File: src/rtl/operand_mux_pkg.sv
// Shared definitions for the pipelined operand select: default datapath
// width, the forwarding-unit select encodings and a select range helper.
package operand_mux_pkg;

    localparam int XLEN = 32;

    // Operand sources as driven by the forwarding unit.
    typedef enum logic [1:0] {
        SEL_REG     = 2'd0,
        SEL_FWD_MEM = 2'd1,
        SEL_FWD_WB  = 2'd2
    } operand_sel_e;

    // True when a select value addresses one of the n real inputs.
    function automatic logic sel_in_range(input int unsigned sel, input int unsigned n);
        return sel < n;
    endfunction

endpackage

File: src/rtl/operand_skid_buf.sv
// Two-entry valid/ready buffer: an output register backed by one skid
// register, so the upstream side can be fed from a registered ready.
//
// Handshake: a beat moves on a side only in a cycle where both valid and
// ready are high at the rising edge; valid never depends on ready, and a
// presented beat stays stable until it moves. in_ready is a flop equal to
// "skid register empty", which lets the input side stay fully registered.
module operand_skid_buf #(
    parameter int PW = 33
) (
    input  logic          clk,
    input  logic          rst,
    input  logic          flush,
    input  logic          in_valid,
    output logic          in_ready,
    input  logic [PW-1:0] in_payload,
    output logic          out_valid,
    input  logic          out_ready,
    output logic [PW-1:0] out_payload
);

    logic          out_valid_q, out_valid_d;
    logic [PW-1:0] out_payload_q, out_payload_d;
    logic          skid_valid_q, skid_valid_d;
    logic [PW-1:0] skid_payload_q, skid_payload_d;
    logic          in_ready_q, in_ready_d;

    logic accept;
    logic deliver;

    assign accept  = in_valid & in_ready_q;
    assign deliver = out_valid_q & out_ready;

    // Next-state: refill the output register from skid first, else from the
    // input; park an input beat in skid only while the output is stalled.
    always_comb begin
        out_valid_d    = out_valid_q;
        out_payload_d  = out_payload_q;
        skid_valid_d   = skid_valid_q;
        skid_payload_d = skid_payload_q;
        if (flush) begin
            out_valid_d  = 1'b0;
            skid_valid_d = 1'b0;
        end else if (deliver || !out_valid_q) begin
            if (skid_valid_q) begin
                // in_ready is low here, so no input beat competes.
                out_valid_d   = 1'b1;
                out_payload_d = skid_payload_q;
                skid_valid_d  = 1'b0;
            end else if (accept) begin
                out_valid_d   = 1'b1;
                out_payload_d = in_payload;
            end else begin
                out_valid_d = 1'b0;
            end
        end else if (accept) begin
            skid_valid_d   = 1'b1;
            skid_payload_d = in_payload;
        end
        in_ready_d = !skid_valid_d;
    end

    // State registers; reset drops every held beat at once.
    always_ff @(posedge clk or posedge rst) begin
        if (rst) begin
            out_valid_q    <= 1'b0;
            out_payload_q  <= '0;
            skid_valid_q   <= 1'b0;
            skid_payload_q <= '0;
            in_ready_q     <= 1'b1;
        end else begin
            out_valid_q    <= out_valid_d;
            out_payload_q  <= out_payload_d;
            skid_valid_q   <= skid_valid_d;
            skid_payload_q <= skid_payload_d;
            in_ready_q     <= in_ready_d;
        end
    end

    assign in_ready    = in_ready_q;
    assign out_valid   = out_valid_q;
    assign out_payload = out_payload_q;

endmodule

File: src/rtl/operand_mux_pipe.sv
// N:1 operand select with a registered, stallable output.
// Optional feature macro: OPERAND_MUX_SEL_CHK_EN adds sel_err (per-beat
// out-of-range flag) and err_cnt (saturating count of such accepts).
module operand_mux_pipe
    import operand_mux_pkg::*;
#(
    parameter int                WIDTH       = XLEN,
    parameter int                NUM_IN      = 3,
    parameter logic [WIDTH-1:0]  DEFAULT_VAL = '0,
    localparam int               SEL_W       = $clog2(NUM_IN)
) (
    input  logic                    clk,
    input  logic                    rst,
    input  logic [NUM_IN*WIDTH-1:0] in_data,
    input  logic [SEL_W-1:0]        in_sel,
    input  logic                    in_valid,
    output logic                    in_ready,
    input  logic                    flush,
    output logic [WIDTH-1:0]        out_data,
    output logic                    out_valid,
    input  logic                    out_ready
`ifdef OPERAND_MUX_SEL_CHK_EN
    ,
    output logic                    sel_err,
    output logic [7:0]              err_cnt
`endif
);

`ifdef OPERAND_MUX_SEL_CHK_EN
    localparam int ERR_W = 1;
`else
    localparam int ERR_W = 0;
`endif
    localparam int PW = WIDTH + ERR_W;

    logic [WIDTH-1:0] sel_val;
    logic [PW-1:0]    in_payload;
    logic [PW-1:0]    out_payload;

    // Input-side select; anything past the last input yields DEFAULT_VAL.
    always_comb begin
        sel_val = DEFAULT_VAL;
        for (int i = 0; i < NUM_IN; i++) begin
            if (32'(in_sel) == i) begin
                sel_val = in_data[i*WIDTH +: WIDTH];
            end
        end
    end

`ifdef OPERAND_MUX_SEL_CHK_EN
    logic       sel_oor;
    logic       accept;
    logic [7:0] err_cnt_q, err_cnt_d;

    assign sel_oor    = !sel_in_range(32'(in_sel), NUM_IN);
    assign accept     = in_valid & in_ready;
    assign in_payload = {sel_oor, sel_val};

    // Count accepted out-of-range selects, holding at the top value.
    always_comb begin
        err_cnt_d = err_cnt_q;
        if (accept && sel_oor && (err_cnt_q != 8'hFF)) begin
            err_cnt_d = err_cnt_q + 8'd1;
        end
    end

    // Error counter register; only reset clears it, flush leaves it alone.
    always_ff @(posedge clk or posedge rst) begin
        if (rst) begin
            err_cnt_q <= 8'd0;
        end else begin
            err_cnt_q <= err_cnt_d;
        end
    end

    assign sel_err = out_payload[WIDTH];
    assign err_cnt = err_cnt_q;
`else
    assign in_payload = sel_val;
`endif

    operand_skid_buf #(
        .PW (PW)
    ) u_skid (
        .clk         (clk),
        .rst         (rst),
        .flush       (flush),
        .in_valid    (in_valid),
        .in_ready    (in_ready),
        .in_payload  (in_payload),
        .out_valid   (out_valid),
        .out_ready   (out_ready),
        .out_payload (out_payload)
    );

    assign out_data = out_payload[WIDTH-1:0];

endmodule

File: config.mk
export PLATFORM = sky130hd
export DESIGN_NAME = operand_mux_pipe
export DESIGN_NICKNAME = d
export VERILOG_FILES = /design/src/rtl/operand_mux_pkg.sv /design/src/rtl/operand_skid_buf.sv /design/src/rtl/operand_mux_pipe.sv
export SDC_FILE = /design/constraint.sdc
export NUM_CORES = 1
export LEC_CHECK = 0
export ABC_AREA = 1
export BUFFER_PORTS_ARGS = -buffer_cell sky130_fd_sc_hd__buf_2
export CAP_MARGIN = 5
export CORE_ASPECT_RATIO = 1.75
export CORE_MARGIN = 2
export CORE_UTILIZATION = 54
export CTS_CLUSTER_SIZE = 10
export DETAILED_ROUTE_END_ITERATION = 10
export PLACE_DENSITY = 0.9
export SYNTH_ARGS = -nofsm -noshare
export SYNTH_HDL_FRONTEND = slang
export SYNTH_HIERARCHICAL = 1
export SYNTH_SLANG_ARGS = --single-unit
export TNS_END_PERCENT = 30
File: constraint.sdc
create_clock -name clk -period 3.9 [get_ports clk]
set_input_delay 0.585 -clock clk [delete_from_list [all_inputs] [get_ports clk]]
set_output_delay 0.585 -clock clk [all_outputs]
set_load 0.05 [all_outputs]
**Yosys cells after proc, flatten, opt, wreduce, memory -nomap -nowiden**

Cells that the tools add are included.
W data, S select, Z words.

- $add $sub $neg: 0
- Multiply operators: 0
- Divide/modulo/power cells: 0
- Order comparisons: 0
- Equal/unequal tests: 2
- Shifts and indexed selects: 0
- Multiplexer cells: 12
- Bitwise gates (word level): 4
- Reductions and logical operators: 8

Operator list:

| operator | count |
|---|---|
| $mux W32 | 5 |
| $mux W1 | 7 |
| $reduce_and A3 Y1 | 2 |
| $reduce_bool A2 Y1 | 2 |
| $and A1 B1 Y1 | 2 |
| $eq A2 B1 Y1 const B | 1 |
| $eq A2 B2 Y1 const B | 1 |
| $logic_not A1 Y1 | 2 |
| $logic_not A2 Y1 | 1 |
| $not A1 Y1 | 2 |
| $logic_or A1 B1 Y1 | 1 |

- Register bits after elaboration: 67
- Latch bits: 0
- Bits in writable memories: 0
- Memory bits (read-only): 0
- Bits of input ports: 103
- Output and inout port bits: 34
- Memories: 0

**Depth between registers and ports, before layout**

- Word-level depth: 6
- Gate-level depth with buffers: 9
- Gate-level depth less buffers: 7

**Hierarchy**

The synthesis kept the hierarchy.

Modules (own cells, without submodules):

| module | times used | cells an instance | area an instance (µm²) | seq. area each (µm²) |
|---|---|---|---|---|
| operand_skid_buf | 1 | 397 | 3,072.9 | 1,677.9 |
| operand_mux_pipe | 1 | 148 | 782.0 | 0.0 |

**Worst setup path after synthesis**

OpenSTA, ideal clock, no wires.

- Path kind: reg2reg
- From: register u_skid.in_ready_q, in the netlist u_skid/in_ready
- To: register u_skid.skid_payload_q[0]
- Library setup time: 66 ps
- Data arrival time: 1,387 ps
- Data required time: 3,834 ps
- Setup slack: 2,447 ps
- Stages on the path, launching flop included: 6
- Path buffers: 1
- Cell sequence: dfstp_2 > nand2_1 > inv_2 > clkbuf_1 > nand3_1 > nand2_1

- Word-level cells in the longest chain between the ends: 2

Ends and longest elaborated chain:

| what | line | text |
|---|---|---|
| from (decl) | operand_skid_buf.sv:26 | `logic in_ready_q, in_ready_d;` |
| from (signal assigned) | operand_skid_buf.sv:76 | `in_ready_q <= in_ready_d;` |
| $and A1 B1 Y1 | operand_skid_buf.sv:31 | `assign accept = in_valid & in_ready_q;` |
| $reduce_and A3 Y1 (no line) | - |  |
| to (signal assigned) | operand_skid_buf.sv:75 | `skid_payload_q <= skid_payload_d;` |
| to (decl) | operand_skid_buf.sv:25 | `logic [PW-1:0] skid_payload_q, skid_payload_d;` |

No other way between the ends.
A chain may end at the register's enable or synchronous reset.

**Worst setup path after layout**

- From: register u_skid.skid_valid_q
- To: register u_skid.out_payload_q[25], in the netlist u_skid/out_payload[25]

- Word-level cells in the longest chain between the ends: 2

Ends and longest elaborated chain:

| what | line | text |
|---|---|---|
| from (decl) | operand_skid_buf.sv:24 | `logic skid_valid_q, skid_valid_d;` |
| from (signal assigned) | operand_skid_buf.sv:74 | `skid_valid_q <= skid_valid_d;` |
| $reduce_bool A2 Y1 (no line) | - |  |
| $reduce_and A3 Y1 (no line) | - |  |
| to (signal assigned) | operand_skid_buf.sv:73 | `out_payload_q <= out_payload_d;` |
| to (decl) | operand_skid_buf.sv:23 | `logic [PW-1:0] out_payload_q, out_payload_d;` |

Several ways; a longest one is shown, not always the timed one.

==> flow_metrics.tcl <==
set metrics [dict create \
    status "complete, no violations" \
    drt-total-wl_mm 10.8 \
    synthesis.area_um2 3850 \
    cts_buffer_depth 2 \
    grt_util_all_layers_pct 28.8 \
    synthAdderAreaFrac_pct 0 \
    drt_iter0_drc 325 \
    hold_violations 0 \
    max-vdd-ir-drop_mv 0.229 \
    cp.arrival_ps 2590 \
    worstMarginPinSlew_ps 1080 \
    synth_compound_gate_area_share_pct 0.357 \
    synthSimpleGateAreaFrac_pct 47.7 \
    drive_gt1_share_pct 25.5 \
    required_ps 4110 \
    end_kind "register" \
    htreeDepth 3 \
    synth_top_area_share_pct 42.8 \
    cts.reportedPaths.clkPinSlew_ps 50 \
    dp_hpwl_mm 7.29 \
    vias_per_cell 5.61 \
    syn-num-nets 648 \
    drcViolationCount 0 \
    coreArea_um2 6910 \
    worst_hold_path_type "reg2reg" \
    port_buffers 136 \
    path_cells "buf_4 > inv_4 > nand2_4 > nand3_2 > nand2_1 > nand2_1" \
    post_cts_buffers 0 \
    numCtsBuffers 9 \
    fin_setup_tns_ps 0 \
    grt_max_degree 53 \
    syn_area_per_cell_um2 7.07 \
    nets 756 \
    cp.depth 6 \
    cap_viol_max_count 0 \
    cts_resized 0 \
    synth_top_family_by_area "simple AND/OR/NAND/NOR gates" \
    cp-startpoint "u_skid/skid_valid_q$_DFF_PP0_" \
    rsz0062_at_grt "no" \
    cp_num_buf_inv 2 \
    cts_hold_buffers 0 \
    grt_pass1_wl_mm 17.1 \
    synth_area_leaders "dfrtp_1 43%, nand2_1 25%, nand3_1 21%" \
    first_pass_iters 7 \
    slew_headroom_pct 28.1 \
    root_buffer "clkbuf_16" \
    vias 4166 \
    timing.final.ws_setup_ps 1510 \
    crit_path_frequent_cell "nand2_1" \
    p_per_area_nw_per_um2 496 \
    crit_family "simple AND/OR/NAND/NOR gates" \
    clock_skew_ps 4.95 \
    setup_viol 0 \
    die_area_um2 7860 \
    synth_xor_xnor_area_share_pct 0 \
    worstSetupPathType "reg2reg" \
    dieWidth_um 67.9 \
    rows 40 \
    synth_cell_types 18 \
    grt_pass1_vias 3823 \
    timing.rr.start "u_skid/skid_valid_q$_DFF_PP0_" \
    globalplace.congestion 0.808 \
    p_leak_uw 0.00271 \
    synthMuxAreaShare_pct 0 \
    top_level_ports 137 \
    wire_per_inst_um 14.6 \
    max_clock_freq_mhz 419 \
    ys_ff_latch 67 \
    startpoint_type "register" \
    min_path_cells 2 \
    cts_sinks 67 \
    diodes 0 \
    fin_crit_sh_pct 61.2 \
    gr-total-overflow 0 \
    critical_path.max_fanout 34 \
    r2r_cells 6 \
    dp_slack_ps 1530 \
    start_util_pct 55.8 \
    cts_tree "yes" \
    yosysTopAreaCell "dfrtp_1" \
    worstSkewPairLatency_ps 330 \
    die_h_um 116 \
    slowest_stage "nand3_2" \
    slew_violations 0 \
    yosysSeqAreaShare_pct 43.5 \
    ys_warn_count 6 \
    reg2reg_slack_ps 1510 \
    antenna_found_initial 0 \
    postSynthCellCount 545 \
    hp-start "u_skid/out_payload[6]$_DFFE_PP0P_" \
    fillers 581 \
    area_delta_synth_final_pct 21.1 \
    period_needed_ps 2390 \
    postRouteAntennaNets 0 \
    slowest_delay_ps 630 \
]
==> metrics by stage <==
stage | util, % | area [um^2] | hold WS (ps) | total power (uW) | cells
detailed placement | 63.4 | 4380 | 453 | 1560 | 726
finish | 67.6 | 4670 | 467 | 2320 | 742
global placement | 63.4 | 4380 | 451 | 1530 | 726
global route | 67.6 | 4670 | 479 | 2430 | 742
floorplan | - | 3850 | 442 | 1380 | 545
CTS | 67.6 | 4670 | 466 | 2330 | 742
==> synth_stat cells <==
cell type,n
clkbuf_1,3
nand3_1,160
nand2_1,259
nor2_8,1
buf_6,11
a21oi_2,1
buf_2,23
nor2_4,1
dfrtp_1,66
o21ai_0,1
buf_4,5
nand2_4,1
nor2_1,1
inv_1,2
inv_4,1
dfstp_2,1
inv_2,6
nand3_2,2
==> power by group <==
part / switching (uW) / internal (uW)
clock network: 268 / 498
logic: 464 / 170
registers: 80.5 / 835
total: 813 / 1500
==> worst register-to-register path: stages (launching register included) <==
cell and delay (ps):
dfrtp_1 310, buf_4 340, inv_4 250, nand2_4 390, nand3_2 640, nand2_1 260
nand2_1 80
==> cells in the final DEF (no fill, tap or decap), types with 2 or more instances in the layout <==
cell type	count
buf_4	3
clkbuf_8	4
inv_2	7
nand2_1	259
dfrtp_1	66
nand3_2	2
buf_2	136
nand3_1	160
clkbuf_16	9
clkbuf_1	2
==> kinds of logic (layout without fill, tap and decap cells) <==
kind of cell	Yosys count	count (layout)
buffers and inverters	51	164
AND/OR/NAND/NOR	425	425
flip-flops	67	67
AO/OA/AOI/OAI	2	2
==> final cells by class <==
class / instances / area [um^2] / share of cell area [%]
Multi-Input combinational cell: 427 / 1850 / 39.7
Sequential cell: 67 / 1680 / 35.9
Timing Repair Buffer: 139 / 703 / 15.1
Clock buffer: 15 / 288 / 6.16
Tap cell: 84 / 105 / 2.25
Inverter: 9 / 36.3 / 0.777
Clock inverter: 1 / 5.00 / 0.107
==> routing by layer <==
metal / GRT usage, % / wire (um)
met4: 12.3 / 293
met3: 4.56 / 755
met2: 53.3 / 5870
met5: 0 / 0
met1: 31.5 / 3910
==> path summary, 6_finish.rpt <==
kind | endpoint
worst max-delay path | u_skid/out_payload[25]$_DFFE_PP0P_
max in group asynchronous | u_skid/in_ready$_DFF_PP1_
min in group asynchronous | u_skid/out_payload[14]$_DFFE_PP0P_
worst min-delay path | u_skid/out_payload[6]$_DFFE_PP0P_
worst min register to register | u_skid/out_payload[6]$_DFFE_PP0P_
worst max register to register | u_skid/out_payload[25]$_DFFE_PP0P_
==> registers in the layout, indices dropped and copies added, names as in the netlist <==
name	cells
u_skid/skid_valid_q	1
u_skid/out_payload	32
u_skid/out_valid	1
u_skid/skid_payload_q	32
u_skid/in_ready	1
Power figures use the tool's default switching activity.
